[src/rtl/fetch_pkg.sv]
`default_nettype none
// ============================================================================
// Module      : fetch_pkg
// Description : RV32 opcode constants, fetch entry type and immediate generator
// Revision    : 1.0
// ============================================================================
package fetch_pkg;

    localparam int FETCH_ILEN = 32;
    localparam int FETCH_XLEN = 32;

    localparam logic [6:0] OP_LOAD   = 7'b0000011;
    localparam logic [6:0] OP_IMM    = 7'b0010011;
    localparam logic [6:0] OP_STORE  = 7'b0100011;
    localparam logic [6:0] OP_BRANCH = 7'b1100011;
    localparam logic [6:0] OP_LUI    = 7'b0110111;
    localparam logic [6:0] OP_AUIPC  = 7'b0010111;
    localparam logic [6:0] OP_JAL    = 7'b1101111;
    localparam logic [6:0] OP_JALR   = 7'b1100111;
    localparam logic [6:0] OP_SYSTEM = 7'b1110011;

    typedef struct packed {
        logic [FETCH_ILEN-1:0] pc;
        logic [FETCH_ILEN-1:0] inst;
    } fetch_entry_t;

    // Returns the 32-bit sign-extended immediate; unknown opcodes give 0.
    function automatic logic [31:0] imm_gen(input logic [31:0] inst);
        logic [31:0] imm;
        imm = '0;
        case (inst[6:0])
            OP_LOAD, OP_IMM, OP_JALR, OP_SYSTEM:
                imm = {{20{inst[31]}}, inst[31:20]};
            OP_STORE:
                imm = {{20{inst[31]}}, inst[31:25], inst[11:7]};
            OP_BRANCH:
                imm = {{19{inst[31]}}, inst[31], inst[7], inst[30:25], inst[11:8], 1'b0};
            OP_LUI, OP_AUIPC:
                imm = {inst[31:12], 12'b0};
            OP_JAL:
                imm = {{11{inst[31]}}, inst[31], inst[19:12], inst[20], inst[30:21], 1'b0};
            default:
                imm = '0;
        endcase
        return imm;
    endfunction

endpackage
`default_nettype wire

[src/rtl/fetch_fifo.sv]
`default_nettype none
// ============================================================================
// Module      : fetch_fifo
// Description : Generic DEPTH-entry synchronous FIFO with flush and occupancy
// Revision    : 1.0
// ============================================================================
module fetch_fifo #(
    parameter int DEPTH = 4,
    parameter int WIDTH = 64
) (
    input  logic                   clock,
    input  logic                   reset,
    input  logic                   flush_i,
    input  logic                   push_i,
    input  logic [WIDTH-1:0]       wdata_i,
    input  logic                   pop_i,
    output logic [WIDTH-1:0]       rdata_o,
    output logic                   full_o,
    output logic                   empty_o,
    output logic [$clog2(DEPTH):0] count_o
);

    localparam int AW = $clog2(DEPTH);
    localparam logic [AW:0] c_PTR_ONE = (AW+1)'(1);

    logic [AW:0]      wr_ptr_q;
    logic [AW:0]      rd_ptr_q;
    logic [WIDTH-1:0] mem_q [DEPTH];
    logic             w_push;
    logic             w_pop;

    // Pointers carry one extra wrap bit to tell full from empty.
    assign empty_o = (wr_ptr_q == rd_ptr_q);
    assign full_o  = (wr_ptr_q[AW] != rd_ptr_q[AW]) &&
                     (wr_ptr_q[AW-1:0] == rd_ptr_q[AW-1:0]);
    assign count_o = wr_ptr_q - rd_ptr_q;

    assign w_pop   = pop_i && !empty_o;
    assign w_push  = push_i && (!full_o || w_pop);
    assign rdata_o = empty_o ? '0 : mem_q[rd_ptr_q[AW-1:0]];

    always_ff @(posedge clock) begin
        if (reset || flush_i) begin
            wr_ptr_q <= '0;
            rd_ptr_q <= '0;
        end else begin
            if (w_push) wr_ptr_q <= wr_ptr_q + c_PTR_ONE;
            if (w_pop)  rd_ptr_q <= rd_ptr_q + c_PTR_ONE;
        end
    end

    always_ff @(posedge clock) begin
        if (w_push && !flush_i && !reset) begin
            mem_q[wr_ptr_q[AW-1:0]] <= wdata_i;
        end
    end

endmodule
`default_nettype wire

[src/rtl/fetch_unit.sv]
`default_nettype none
// ============================================================================
// Module      : fetch_unit
// Description : Decoupled fetch unit: PC, credit-based imem requests, prefetch
//               FIFO and RV32 field decode. FETCH_STATS_EN adds counters.
// Revision    : 1.0
// ============================================================================
module fetch_unit #(
    parameter int              XLEN     = 32,
    parameter int              ILEN     = 32,
    parameter int              DEPTH    = 4,
    parameter logic [ILEN-1:0] RESET_PC = '0
) (
    input  logic            clock,
    input  logic            reset,
    output logic            imem_req,
    output logic [ILEN-1:0] imem_addr,
    input  logic [ILEN-1:0] imem_rdata,
    input  logic            redirect,
    input  logic [ILEN-1:0] redirect_pc,
    output logic            out_valid,
    input  logic            out_ready,
    output logic [ILEN-1:0] out_pc,
    output logic [6:0]      opcode,
    output logic [9:0]      func,
    output logic [4:0]      rs1,
    output logic [4:0]      rs2,
    output logic [4:0]      rd,
    output logic [XLEN-1:0] valC
`ifdef FETCH_STATS_EN
    ,
    output logic [31:0]     fetch_count,
    output logic [31:0]     stall_count
`endif
);

    import fetch_pkg::*;

    localparam int              CW         = $clog2(DEPTH) + 1;
    localparam logic [CW:0]     c_DEPTH    = (CW+1)'(DEPTH);
    localparam logic [ILEN-1:0] c_PC_STEP  = ILEN'(4);
    localparam logic [ILEN-1:0] c_ALIGN_MK = ~ILEN'(3);

    logic [ILEN-1:0]   pc_q;
    logic [ILEN-1:0]   pc_d;
    logic [ILEN-1:0]   inflight_pc_q;
    logic              inflight_q;
    logic              kill_q;

    logic [CW-1:0]     w_count;
    logic [CW:0]       w_used;
    logic              w_full;
    logic              w_empty;
    logic              w_push;
    logic              w_pop;
    logic [2*ILEN-1:0] w_head;
    logic [ILEN-1:0]   w_inst;
    logic [31:0]       w_imm;
    logic [ILEN-1:0]   w_redirect_pc;

    // A request is only issued when a FIFO slot is guaranteed for its response.
    assign w_used        = {1'b0, w_count} + {{CW{1'b0}}, inflight_q};
    assign imem_req      = !reset && !redirect && (w_used < c_DEPTH);
    assign imem_addr     = pc_q;
    assign w_redirect_pc = redirect_pc & c_ALIGN_MK;

    always_comb begin
        pc_d = pc_q;
        if (redirect) begin
            pc_d = w_redirect_pc;
        end else if (imem_req) begin
            pc_d = pc_q + c_PC_STEP;
        end
    end

    always_ff @(posedge clock) begin
        if (reset) begin
            pc_q          <= RESET_PC;
            inflight_q    <= 1'b0;
            inflight_pc_q <= '0;
            kill_q        <= 1'b0;
        end else begin
            pc_q       <= pc_d;
            inflight_q <= imem_req;
            kill_q     <= redirect;
            if (imem_req) inflight_pc_q <= pc_q;
        end
    end

    // Responses belonging to a flushed stream never reach the FIFO.
    assign w_push    = inflight_q && !kill_q && !redirect && (!w_full || w_pop);
    assign out_valid = !w_empty && !redirect && !reset;
    assign w_pop     = out_valid && out_ready;

    fetch_fifo #(
        .DEPTH (DEPTH),
        .WIDTH (2*ILEN)
    ) u_fifo (
        .clock   (clock),
        .reset   (reset),
        .flush_i (redirect),
        .push_i  (w_push),
        .wdata_i ({inflight_pc_q, imem_rdata}),
        .pop_i   (w_pop),
        .rdata_o (w_head),
        .full_o  (w_full),
        .empty_o (w_empty),
        .count_o (w_count)
    );

    assign out_pc = w_head[2*ILEN-1:ILEN];
    assign w_inst = w_head[ILEN-1:0];
    assign opcode = w_inst[6:0];
    assign func   = {w_inst[31:25], w_inst[14:12]};
    assign rs1    = w_inst[19:15];
    assign rs2    = w_inst[24:20];
    assign rd     = w_inst[11:7];
    assign w_imm  = imm_gen(w_inst[31:0]);
    assign valC   = XLEN'($signed(w_imm));

`ifdef FETCH_STATS_EN
    logic [31:0] fetch_count_q;
    logic [31:0] stall_count_q;

    always_ff @(posedge clock) begin
        if (reset) begin
            fetch_count_q <= '0;
            stall_count_q <= '0;
        end else begin
            if (w_pop)                   fetch_count_q <= fetch_count_q + 32'd1;
            if (out_valid && !out_ready) stall_count_q <= stall_count_q + 32'd1;
        end
    end

    assign fetch_count = fetch_count_q;
    assign stall_count = stall_count_q;
`endif

endmodule
`default_nettype wire
[config.mk]
export PLATFORM = sky130hd
export DESIGN_NAME = fetch_unit
export DESIGN_NICKNAME = d
export VERILOG_FILES = /design/src/rtl/fetch_pkg.sv /design/src/rtl/fetch_fifo.sv /design/src/rtl/fetch_unit.sv
export SDC_FILE = /design/constraint.sdc
export NUM_CORES = 1
export LEC_CHECK = 0
export ABC_AREA = 1
export CELL_PAD_IN_SITES_DETAIL_PLACEMENT = 0
export CELL_PAD_IN_SITES_GLOBAL_PLACEMENT = 1
export CORE_UTILIZATION = 47
export CTS_BUF_LIST = sky130_fd_sc_hd__clkbuf_2 sky130_fd_sc_hd__clkbuf_4 sky130_fd_sc_hd__clkbuf_8
export CTS_CLUSTER_DIAMETER = 100
export DETAILED_ROUTE_END_ITERATION = 7
export PLACE_DENSITY_LB_ADDON = 0.1
export SYNTH_ARGS = -nofsm -noshare
export SYNTH_HDL_FRONTEND = slang
export SYNTH_SLANG_ARGS = --single-unit
[constraint.sdc]
create_clock -name clock -period 7.9 [get_ports clock]
set_input_delay 0.79 -clock clock [delete_from_list [all_inputs] [get_ports clock]]
set_output_delay 0.79 -clock clock [all_outputs]
set_load 0.005 [all_outputs]
==> impl_metrics.tcl <==
set metrics [dict create \
    drv_cap 0 \
    rows 63 \
    grt_max_degree 73 \
    grt_antenna_before_repair 1 \
    post_drt_wl_per_cell_um 16.1 \
    period_share_pct 69.0 \
    hold_viol_final 0 \
    synth_top_family_by_area "simple AND/OR/NAND/NOR gates" \
    synthTopCellsByArea "edfxtp_1 51%, nand2_1 9.9%, dfxtp_1 9.7%" \
    synthAdderAreaFrac_pct 0.828 \
    drc 0 \
    static-leakage-power_nw 6.78 \
    drt_iter0_markers 583 \
    worstReg2RegEnd "u_fifo.mem_q[1][30]" \
    start_util_pct 48.3 \
    ys_types 36 \
    cp-end-kind "output port" \
    syn-cell-area_um2 14500 \
    yosysSeqAreaShare_pct 61.0 \
    drive_gt1_share_pct 6.94 \
    cp_max_fo 72 \
    syn_to_final_growth_pct 21.8 \
    slowest_stage "dfxtp_4" \
    grtUsageMet1_pct 30.4 \
    core-area_um2 30000 \
    synthArstFlopShare_pct 0 \
    synth_top_area_cell "edfxtp_1" \
    reg2reg_slack_ns 4.50 \
    ctsResizeCount 0 \
    yosys-top-cells-count "383 x nand2_1, 302 x nor2_1, 248 x edfxtp_1" \
    synth-compound-area-share_pct 6.50 \
    tns_ns 0 \
    synth_mux_area_share_pct 0 \
    die_x_um 178 \
    grt.total_usage_pct 22.6 \
    io_pins 198 \
    dp_hpwl_um 21900 \
    cts.sinks 318 \
    fin_crit_ns 5.45 \
    arrival_ns 4.66 \
    grt_pass1_vias 10300 \
    crit_path_frequent_cell "nand2_1" \
    slowest_delay_ns 0.86 \
    r2r_cells 12 \
    yosys.area_share.simple_pct 24.6 \
    slew_violations 0 \
    clk_latency_ns 0.57 \
    ctsHoldBuffers 0 \
    max_freq_mhz 183 \
    synth-edff-count 248 \
    fin_nets 1837 \
    multi_input_area_um2 4780 \
    vdd_drop_max_uv 118 \
    ant_nets 0 \
    synthCells 1586 \
    synth_flop_cell "edfxtp_1" \
    fin_worst_skew_ns 0.0263 \
    filler_cell_count 2663 \
    hold_path.startpoint "u_fifo.rd_ptr_q[2]" \
    synth_area_per_cell_um2 9.15 \
    clkTransAtPathRegs_ns 0.06 \
    grt-busiest-layer "met2" \
    min_to "u_fifo.rd_ptr_q[2]" \
    crit_type "reg2out" \
    cts_setup_buffers 0 \
    die_area_um2 31600 \
    grt-ovfl-total 0 \
    path_cells "inv_4 > nand2_1 > nand3_1 > nand3_1 > nand2_1 > nor2_2 > nand2_1 > nor2_1 > nor2_1 > nand2_1 > clkdlybuf4s50_1" \
    cts_root_buffer "clkbuf_8" \
    gr-usage-met3_pct 3.45 \
    whs_ns 0.498 \
    slew_headroom_pct 11.3 \
    r2r_start "u_fifo.wr_ptr_q[0]" \
    yosysMostFrequentCell "nand2_1" \
    drt_wl_total_um 35400 \
    hp-class "reg2reg" \
    grt_pass1_wl_um 55300 \
    setup_violations 0 \
    ys_seq_elements 318 \
    cts_buffers 50 \
    yosys.area_share.xor_xnor_pct 0.785 \
    worst_pin_slew_ns 1.33 \
    die_y_um 178 \
    synth_warnings 0 \
    outcome "finished clean" \
    p_per_area_nw_per_um2 197 \
    drt_pre_antenna_iters 5 \
    clockBufferDepth 3 \
    cp-start-kind "flop" \
    met2_usage_pct 37.8 \
    cts_tree "built" \
    rsz0062_at_grt "false" \
    vias 11100 \
    crit_required_ns 7.11 \
    io_buffers 191 \
    htreeDepth 2 \
    via_per_inst 5.05 \
    netlist.area_leader.share_pct 51.3 \
    gp_congestion 0.840 \
    hold_depth 2 \
    final-seq-area_um2 8850 \
]
-- routing by layer --
layer  wire, um  up-vias
met5          0        -
met4        558        0
met3       1990       50
met2      16800      322
met1      16000     5080
li1           -     5623
-- where the power goes --
part	internal, mW	switching (mW)	total (mW)
Sequential	1.83	0.0316	1.86
Clock	0.833	0.607	1.44
Combinational	0.0852	0.0942	0.179
Total	2.75	0.733	3.48
-- state kept, by name (all words and copies together), names as in the netlist, named ones only --
name / count
u_fifo.mem_q: 248
imem_addr: 30
inflight_pc_q: 30
u_fifo.rd_ptr_q: 3
u_fifo.wr_ptr_q: 3
inflight_q: 1
kill_q: 1
-- final cells by class --
cell class | count | area share (%)
Clock buffer | 68 | 4.84
Tap cell | 390 | 2.76
Multi-Input combinational cell | 1068 | 27.1
Antenna cell | 1 | 0.0142
Inverter | 115 | 2.46
Sequential cell | 318 | 50.1
Timing Repair Buffer | 207 | 11.5
Clock inverter | 24 | 1.20
-- placed cells by master (no fill, tap or decap), types with 8 or more instances in the layout --
cell             Yosys  layout
nand2_1            383     383
nor2_1             302     298
edfxtp_1           248     248
clkdlybuf4s50_1      0     191
nand3_1            124     124
inv_1              109     109
o21ai_0             99      99
dfxtp_1             70      68
a21oi_1             58      58
clkbuf_8             0      55
nand4_1             26      26
buf_4               13      16
clkinv_1             0      13
clkbuf_4             0      13
xor2_1              11      11
a211oi_1             9       9
a31oi_1              8       8
ha_1                 8       8
-- critical path: cells and delay by family, from the launching register on --
family | cells | cell delay [ns]
buffers and inverters | 2 | 0.93
flip-flops | 1 | 0.86
AND/OR/NAND/NOR | 9 | 2.29
-- how the worst max path moves through the flow --
stage,start,to,cells after the start
2_1_floorplan,reset,u_fifo.mem_q[0][0],8
3_3_place_gp,flop,valC[15],11
3_5_place_dp,flop,valC[15],11
4_1_cts,flop,valC[15],11
5_1_grt,flop,valC[31],11
6_report,flop,valC[15],11
-- kinds of logic (layout without fill, tap and decap cells) --
family / count (synthesis) / in the layout
AO/OA/AOI/OAI: 179 / 179
adder cells (fa/ha/maj): 9 / 9
XOR/XNOR: 13 / 13
AND/OR/NAND/NOR: 863 / 863
buffers and inverters: 203 / 414
other: 1 / 5
flip-flops: 318 / 318
-- stage by stage --
stage                     total power [mW]  worst slack [ns]  area [um^2]  utilization, %  std cells
after global placement                2.07              2.99        16600            55.2       2098
final                                 3.48              2.45        17700            58.8       2191
after global routing                  3.61              1.76        17700            58.8       2191
after detailed placement              2.07              2.94        16600            55.2       2098
after floorplan                       1.97              3.17        14500               -       1589
after CTS                             3.52              2.34        17700            58.8       2190
(Power assumes the default switching activity.)
